$ cat src/rtl/reg_file_pkg.sv
// Shared defaults, zero-register index and data/address typedefs for the register file.
package reg_file_pkg;

   localparam int unsigned DATA_WIDTH_DEFAULT = 64;
   localparam int unsigned ADDR_WIDTH_DEFAULT = 5;
   localparam int unsigned ZERO_REG           = 31;

   typedef logic [DATA_WIDTH_DEFAULT-1:0] reg_data_t;
   typedef logic [ADDR_WIDTH_DEFAULT-1:0] reg_addr_t;

   // The zero register is always the highest index, whatever the address width.
   function automatic int unsigned zero_reg_of(input int unsigned addr_width);
      return (32'd1 << addr_width) - 32'd1;
   endfunction

endpackage

$ cat src/rtl/reg_file_read_port.sv
// One combinational read port: address decode, zero-register masking and, with
// REG_FILE_BYPASS_EN defined, a write-through bypass from the write port.
module reg_file_read_port
   import reg_file_pkg::*;
#(
   parameter int unsigned DATA_WIDTH = DATA_WIDTH_DEFAULT,
   parameter int unsigned ADDR_WIDTH = ADDR_WIDTH_DEFAULT
) (
   input  logic                  reset,
   input  logic                  reg_write,
   input  logic [ADDR_WIDTH-1:0] reg_write_dest,
   input  logic [DATA_WIDTH-1:0] reg_write_data,
   input  logic [DATA_WIDTH-1:0] mem [2**ADDR_WIDTH],
   input  logic [ADDR_WIDTH-1:0] read_addr,
   output logic [DATA_WIDTH-1:0] read_data
);

   localparam logic [ADDR_WIDTH-1:0] ZERO_ADDR = ADDR_WIDTH'(zero_reg_of(ADDR_WIDTH));

`ifdef REG_FILE_BYPASS_EN
   logic bypass_hit;
   assign bypass_hit = reg_write && !reset && (read_addr == reg_write_dest);
`else
   logic unused_bypass;
   assign unused_bypass = ^{reset, reg_write, reg_write_dest, reg_write_data};
`endif

   always_comb begin
      read_data = mem[read_addr];
`ifdef REG_FILE_BYPASS_EN
      if (bypass_hit) begin
         read_data = reg_write_data;
      end
`endif
      // Masking last so the zero register wins over any bypass.
      if (read_addr == ZERO_ADDR) begin
         read_data = '0;
      end
   end

endmodule

$ cat src/rtl/reg_file.sv
// Two-read, one-write register file with a hard-wired zero register (highest index).
// Optional write-through bypass is enabled by defining REG_FILE_BYPASS_EN.
module reg_file
   import reg_file_pkg::*;
#(
   parameter int unsigned DATA_WIDTH = DATA_WIDTH_DEFAULT,
   parameter int unsigned ADDR_WIDTH = ADDR_WIDTH_DEFAULT
) (
   input  logic                  clk,
   input  logic                  reset,
   input  logic                  reg_write,
   input  logic [ADDR_WIDTH-1:0] reg_write_dest,
   input  logic [ADDR_WIDTH-1:0] reg_read_addr_1,
   input  logic [ADDR_WIDTH-1:0] reg_read_addr_2,
   input  logic [DATA_WIDTH-1:0] reg_write_data,
   output logic [DATA_WIDTH-1:0] reg_read_data_1,
   output logic [DATA_WIDTH-1:0] reg_read_data_2
);

   localparam int unsigned           DEPTH     = 2**ADDR_WIDTH;
   localparam logic [ADDR_WIDTH-1:0] ZERO_ADDR = ADDR_WIDTH'(zero_reg_of(ADDR_WIDTH));

   logic [DATA_WIDTH-1:0] mem_q [DEPTH];
   logic                  wr_en;

   // The zero register is never written, so its storage stays at its reset value.
   assign wr_en = reg_write && (reg_write_dest != ZERO_ADDR);

   always_ff @(posedge clk or posedge reset) begin
      if (reset) begin
         for (int unsigned i = 0; i < DEPTH; i++) begin
            mem_q[i] <= '0;
         end
      end else if (wr_en) begin
         mem_q[reg_write_dest] <= reg_write_data;
      end
   end

   reg_file_read_port #(
      .DATA_WIDTH (DATA_WIDTH),
      .ADDR_WIDTH (ADDR_WIDTH)
   ) u_read_port_1 (
      .reset          (reset),
      .reg_write      (reg_write),
      .reg_write_dest (reg_write_dest),
      .reg_write_data (reg_write_data),
      .mem            (mem_q),
      .read_addr      (reg_read_addr_1),
      .read_data      (reg_read_data_1)
   );

   reg_file_read_port #(
      .DATA_WIDTH (DATA_WIDTH),
      .ADDR_WIDTH (ADDR_WIDTH)
   ) u_read_port_2 (
      .reset          (reset),
      .reg_write      (reg_write),
      .reg_write_dest (reg_write_dest),
      .reg_write_data (reg_write_data),
      .mem            (mem_q),
      .read_addr      (reg_read_addr_2),
      .read_data      (reg_read_data_2)
   );

endmodule

$ cat config.mk
export PLATFORM = sky130hd
export DESIGN_NAME = reg_file
export DESIGN_NICKNAME = d
export VERILOG_FILES = /design/src/rtl/reg_file_pkg.sv /design/src/rtl/reg_file_read_port.sv /design/src/rtl/reg_file.sv
export SDC_FILE = /design/constraint.sdc
export NUM_CORES = 2
export LEC_CHECK = 0
export CAP_MARGIN = 15
export CORE_ASPECT_RATIO = 1.5
export CORE_UTILIZATION = 45
export CTS_CLUSTER_DIAMETER = 150
export DETAILED_ROUTE_END_ITERATION = 16
export GPL_TIMING_DRIVEN = 0
export SLEW_MARGIN = 10
export SYNTH_ARGS = -nofsm -noshare
export SYNTH_HDL_FRONTEND = slang
export SYNTH_SLANG_ARGS = --single-unit
$ cat constraint.sdc
create_clock -name clk -period 183.7 [get_ports clk]
set_input_delay 36.74 -clock clk [delete_from_list [all_inputs] [get_ports clk]]
set_output_delay 36.74 -clock clk [all_outputs]
set_load 0.02 [all_outputs]
==> flow_summary.json <==
{
  "status": "completed",
  "timing.final.crit_share": 0.432,
  "cp.arrival_ns": 42.67,
  "reg2regPathDepth": 1,
  "syn_inst": 7366,
  "dr_total_vias": 82000,
  "reg2reg_slack_ns": 182.84,
  "final_nets": 7966,
  "via_per_inst": 7.32,
  "setup_viol": 0,
  "die_h_um": 602,
  "grt_max_degree": 120,
  "hpwl_mm": 379,
  "end_kind": "output pin",
  "die-area_um2": 242000,
  "dr.pass1.iters": 8,
  "cts.sinks": 2048,
  "cp-startpoint": "reg_read_addr_2[1]",
  "nFillCells": 20400,
  "crit_family": "buffers and inverters",
  "ctsHoldBuffers": 0,
  "intPower_mw": 0.947,
  "grt_pass1_wl_mm": 722,
  "ir_drop_mv": 0.00804,
  "antenna_found_initial": 67,
  "reg_top3": "mem_q (2048)",
  "clockBufferDepth": 4,
  "rsz0062_at_grt": "false",
  "port-buffer-count": 197,
  "postCtsResizedCells": 0,
  "root_buffer": "clkbuf_16",
  "grt_overflow_total": 0,
  "power.switching_mw": 0.423,
  "hold_path.class": "reg2reg",
  "yosys_warnings": 0,
  "path_clk_slew_ns": 0.06,
  "r2r_start": "mem_q[1002]",
  "maxSlewViolCount": 0,
  "path_class": "in2out",
  "cp-start-kind": "input pin",
  "seqPwrFrac": 0.441,
  "cts_max_level": 4,
  "cts_setup_buffers": 0,
  "synth-main-ff-cell": "dfrtp_1",
  "drive_gt1_frac": 0.439,
  "combPwrFrac": 0.231,
  "fmax_mhz": 12.6,
  "power_leakage_nw": 53.8,
  "pin_count": 210,
  "grt_pass1_vias": 80400,
  "seq_area_frac_synth": 0.475,
  "clk_latency_ns": 0.93,
  "num_rows": 219,
  "clock_skew_ns": 0,
  "dp.cells": 10800,
  "yosys.cell_types.count": 45,
  "worst_path_largest_cell_delay_ns": 1.10,
  "finalHoldViolCount": 0,
  "cp_max_fo": 10,
  "wl_mm": 545,
  "timing.slew.headroom": 0.0396,
  "reg2reg_to": "mem_q[1002]",
  "postRouteAntennaNets": 0,
  "routedWlPerCell_um": 48.6,
  "syn_area_um2": 108000,
  "start_util": 0.454,
  "netSwitchingFraction": 0.309,
  "drt_iter0_drc": 11200,
  "crit_chain": "clkdlybuf4s50_1, buf_4, buf_4, buf_2, buf_4, buf_2, mux2i_1, nand2_1, a31oi_1, o221ai_1, clkdlybuf4s50_1",
  "period_minus_slack_ns": 79.41,
  "die_x_um": 402,
  "crit_end": "reg_read_data_2[61]",
  "cts_tree": "yes",
  "syn_nets": 7448,
  "crit_required_ns": 146.96,
  "synth_edf_count": 0,
  "largest_reg_flops": 2048,
  "regMostFlops": "mem_q",
  "ys_ff_latch": 2048,
  "syn_area_per_cell_um2": 14.7,
  "p_clk_frac": 0.328,
  "cp_num_cells": 11,
  "pre_cts_ws_ns": 104.93,
  "cap_violations": 0,
  "core_um2": 238000,
  "area_delta_synth_final_pct": 14.1,
  "worstMarginPinSlew_ns": 1.44,
  "track_usage": 0.446,
  "place_congestion": 1.05,
  "drc_errors": 0,
  "async_reset_ff_frac": 1.00,
  "setup_tns_ns": 0,
  "p_per_area_nw_per_um2": 11.1,
  "whs_path_depth": 1,
  "path_common_cell": "buf_4",
  "tritoncts.num_buffers": 217,
  "setup_ws_ns": 104.29,
  "fin_cells": 11200,
  "path_buf_inv": 7,
  "crit_slowest_cell": "buf_2"
}
[worst min path at each step]
stage	from	to
finish	mem_q[31]	mem_q[31]
global route	mem_q[31]	mem_q[31]
CTS	mem_q[31]	mem_q[31]
detailed placement	mem_q[31]	mem_q[31]
global placement	mem_q[31]	mem_q[31]
floorplan	mem_q[29]	mem_q[29]
[Yosys cell counts, types with 4 or more instances]
cell | n | area, um^2
a2111oi_0 | 67 | 587
a2111oi_1 | 25 | 250
a211oi_1 | 77 | 578
a21oi_1 | 80 | 400
a221oi_1 | 16 | 140
a22o_1 | 156 | 1370
a22oi_1 | 115 | 863
a311oi_1 | 15 | 131
a31oi_1 | 33 | 206
and3_1 | 18 | 113
buf_1 | 23 | 86.3
buf_2 | 265 | 1330
buf_4 | 61 | 458
buf_6 | 25 | 282
clkbuf_1 | 493 | 1850
dfrtp_1 | 2048 | 51200
mux2_1 | 118 | 1330
mux2_2 | 1899 | 21400
mux2i_1 | 681 | 6820
mux4_2 | 702 | 15800
nand2_1 | 102 | 383
nand3_1 | 21 | 105
nand3b_1 | 7 | 52.6
nor2_1 | 14 | 52.6
nor2_2 | 4 | 25.0
nor2_4 | 4 | 45.0
nor2b_1 | 7 | 43.8
nor3_1 | 65 | 325
nor3b_1 | 4 | 30.0
o221ai_1 | 112 | 981
o22ai_1 | 93 | 582
[logic make-up (layout without fill, tap and decap cells)]
| kind of cell | Yosys count | after routing | synth area share |
|---|---|---|---|
| buffers and inverters | 869 | 1544 | 0.0372 |
| muxes | 3400 | 3400 | 0.420 |
| DFF | 2048 | 2048 | 0.475 |
| and+or+nand+nor | 254 | 254 | 0.0114 |
| AOI/OAI and AO/OA | 795 | 795 | 0.0569 |
| other | 0 | 75 | 0 |
[per-stage QoR]
stage / cell area (um^2) / total power, mW / hold slack (ns) / utilization
2_1_floorplan: 108000 / 0.795 / 0.429 / -
3_3_place_gp: 114000 / 0.900 / 0.443 / 0.479
3_5_place_dp: 116000 / 0.914 / 0.450 / 0.487
4_1_cts: 123000 / 1.35 / 0.464 / 0.517
5_1_grt: 123000 / 1.40 / 0.486 / 0.517
6_report: 123000 / 1.37 / 0.459 / 0.518
[cell usage in the layout, fill, tap and decap left out, types with 8 or more instances in the layout]
master,count
clkinv_2,32
clkbuf_8,56
o22ai_1,93
a22o_1,156
mux2_1,118
buf_16,39
a211oi_1,77
nor2_4,16
nand3_1,21
a2111oi_1,40
a2111oi_2,25
mux2i_1,680
nor3_1,63
clkdlybuf4s50_1,197
mux2_2,1899
a221oi_1,16
buf_4,64
a21oi_1,80
buf_12,15
clkbuf_1,466
a22oi_1,115
clkbuf_2,83
buf_8,13
a311oi_1,13
bufinv_16,8
a2111oi_0,28
buf_2,293
dfrtp_1,2048
and3_1,18
mux4_2,702
clkdlybuf4s18_2,8
buf_6,28
o221ai_1,112
buf_1,11
a31oi_1,33
nand2_1,95
diode_2,75
clkbuf_16,219
[layer usage]
| metal | track usage | routed length [um] |
|---|---|---|
| met5 | 0.00758 | 440 |
| met4 | 0.421 | 63800 |
| met1 | 0.507 | 180000 |
| met2 | 0.630 | 229000 |
| met3 | 0.184 | 70500 |
[layout make-up]
class | count | area (um^2) | share of cell area
Inverter | 1 | 11.3 | 0.0000914
Clock inverter | 47 | 474 | 0.00385
Timing Repair Buffer | 299 | 3790 | 0.0308
Multi-Input combinational cell | 4449 | 53000 | 0.430
Tap cell | 3094 | 3870 | 0.0314
Clock buffer | 329 | 6450 | 0.0524
Sequential cell | 2048 | 51200 | 0.416
Buffer | 868 | 4130 | 0.0335
Antenna cell | 75 | 188 | 0.00152
[power by group through the flow]
stage | Combinational (mW) | Clock, mW | Sequential (mW)
finish | 0.317 | 0.450 | 0.604
global route | 0.324 | 0.464 | 0.613
CTS | 0.307 | 0.448 | 0.600
detailed placement | 0.306 | 0 | 0.608
global placement | 0.294 | 0 | 0.606
floorplan | 0.206 | 0 | 0.589
Note: power is estimated with default switching activity, not from simulation.
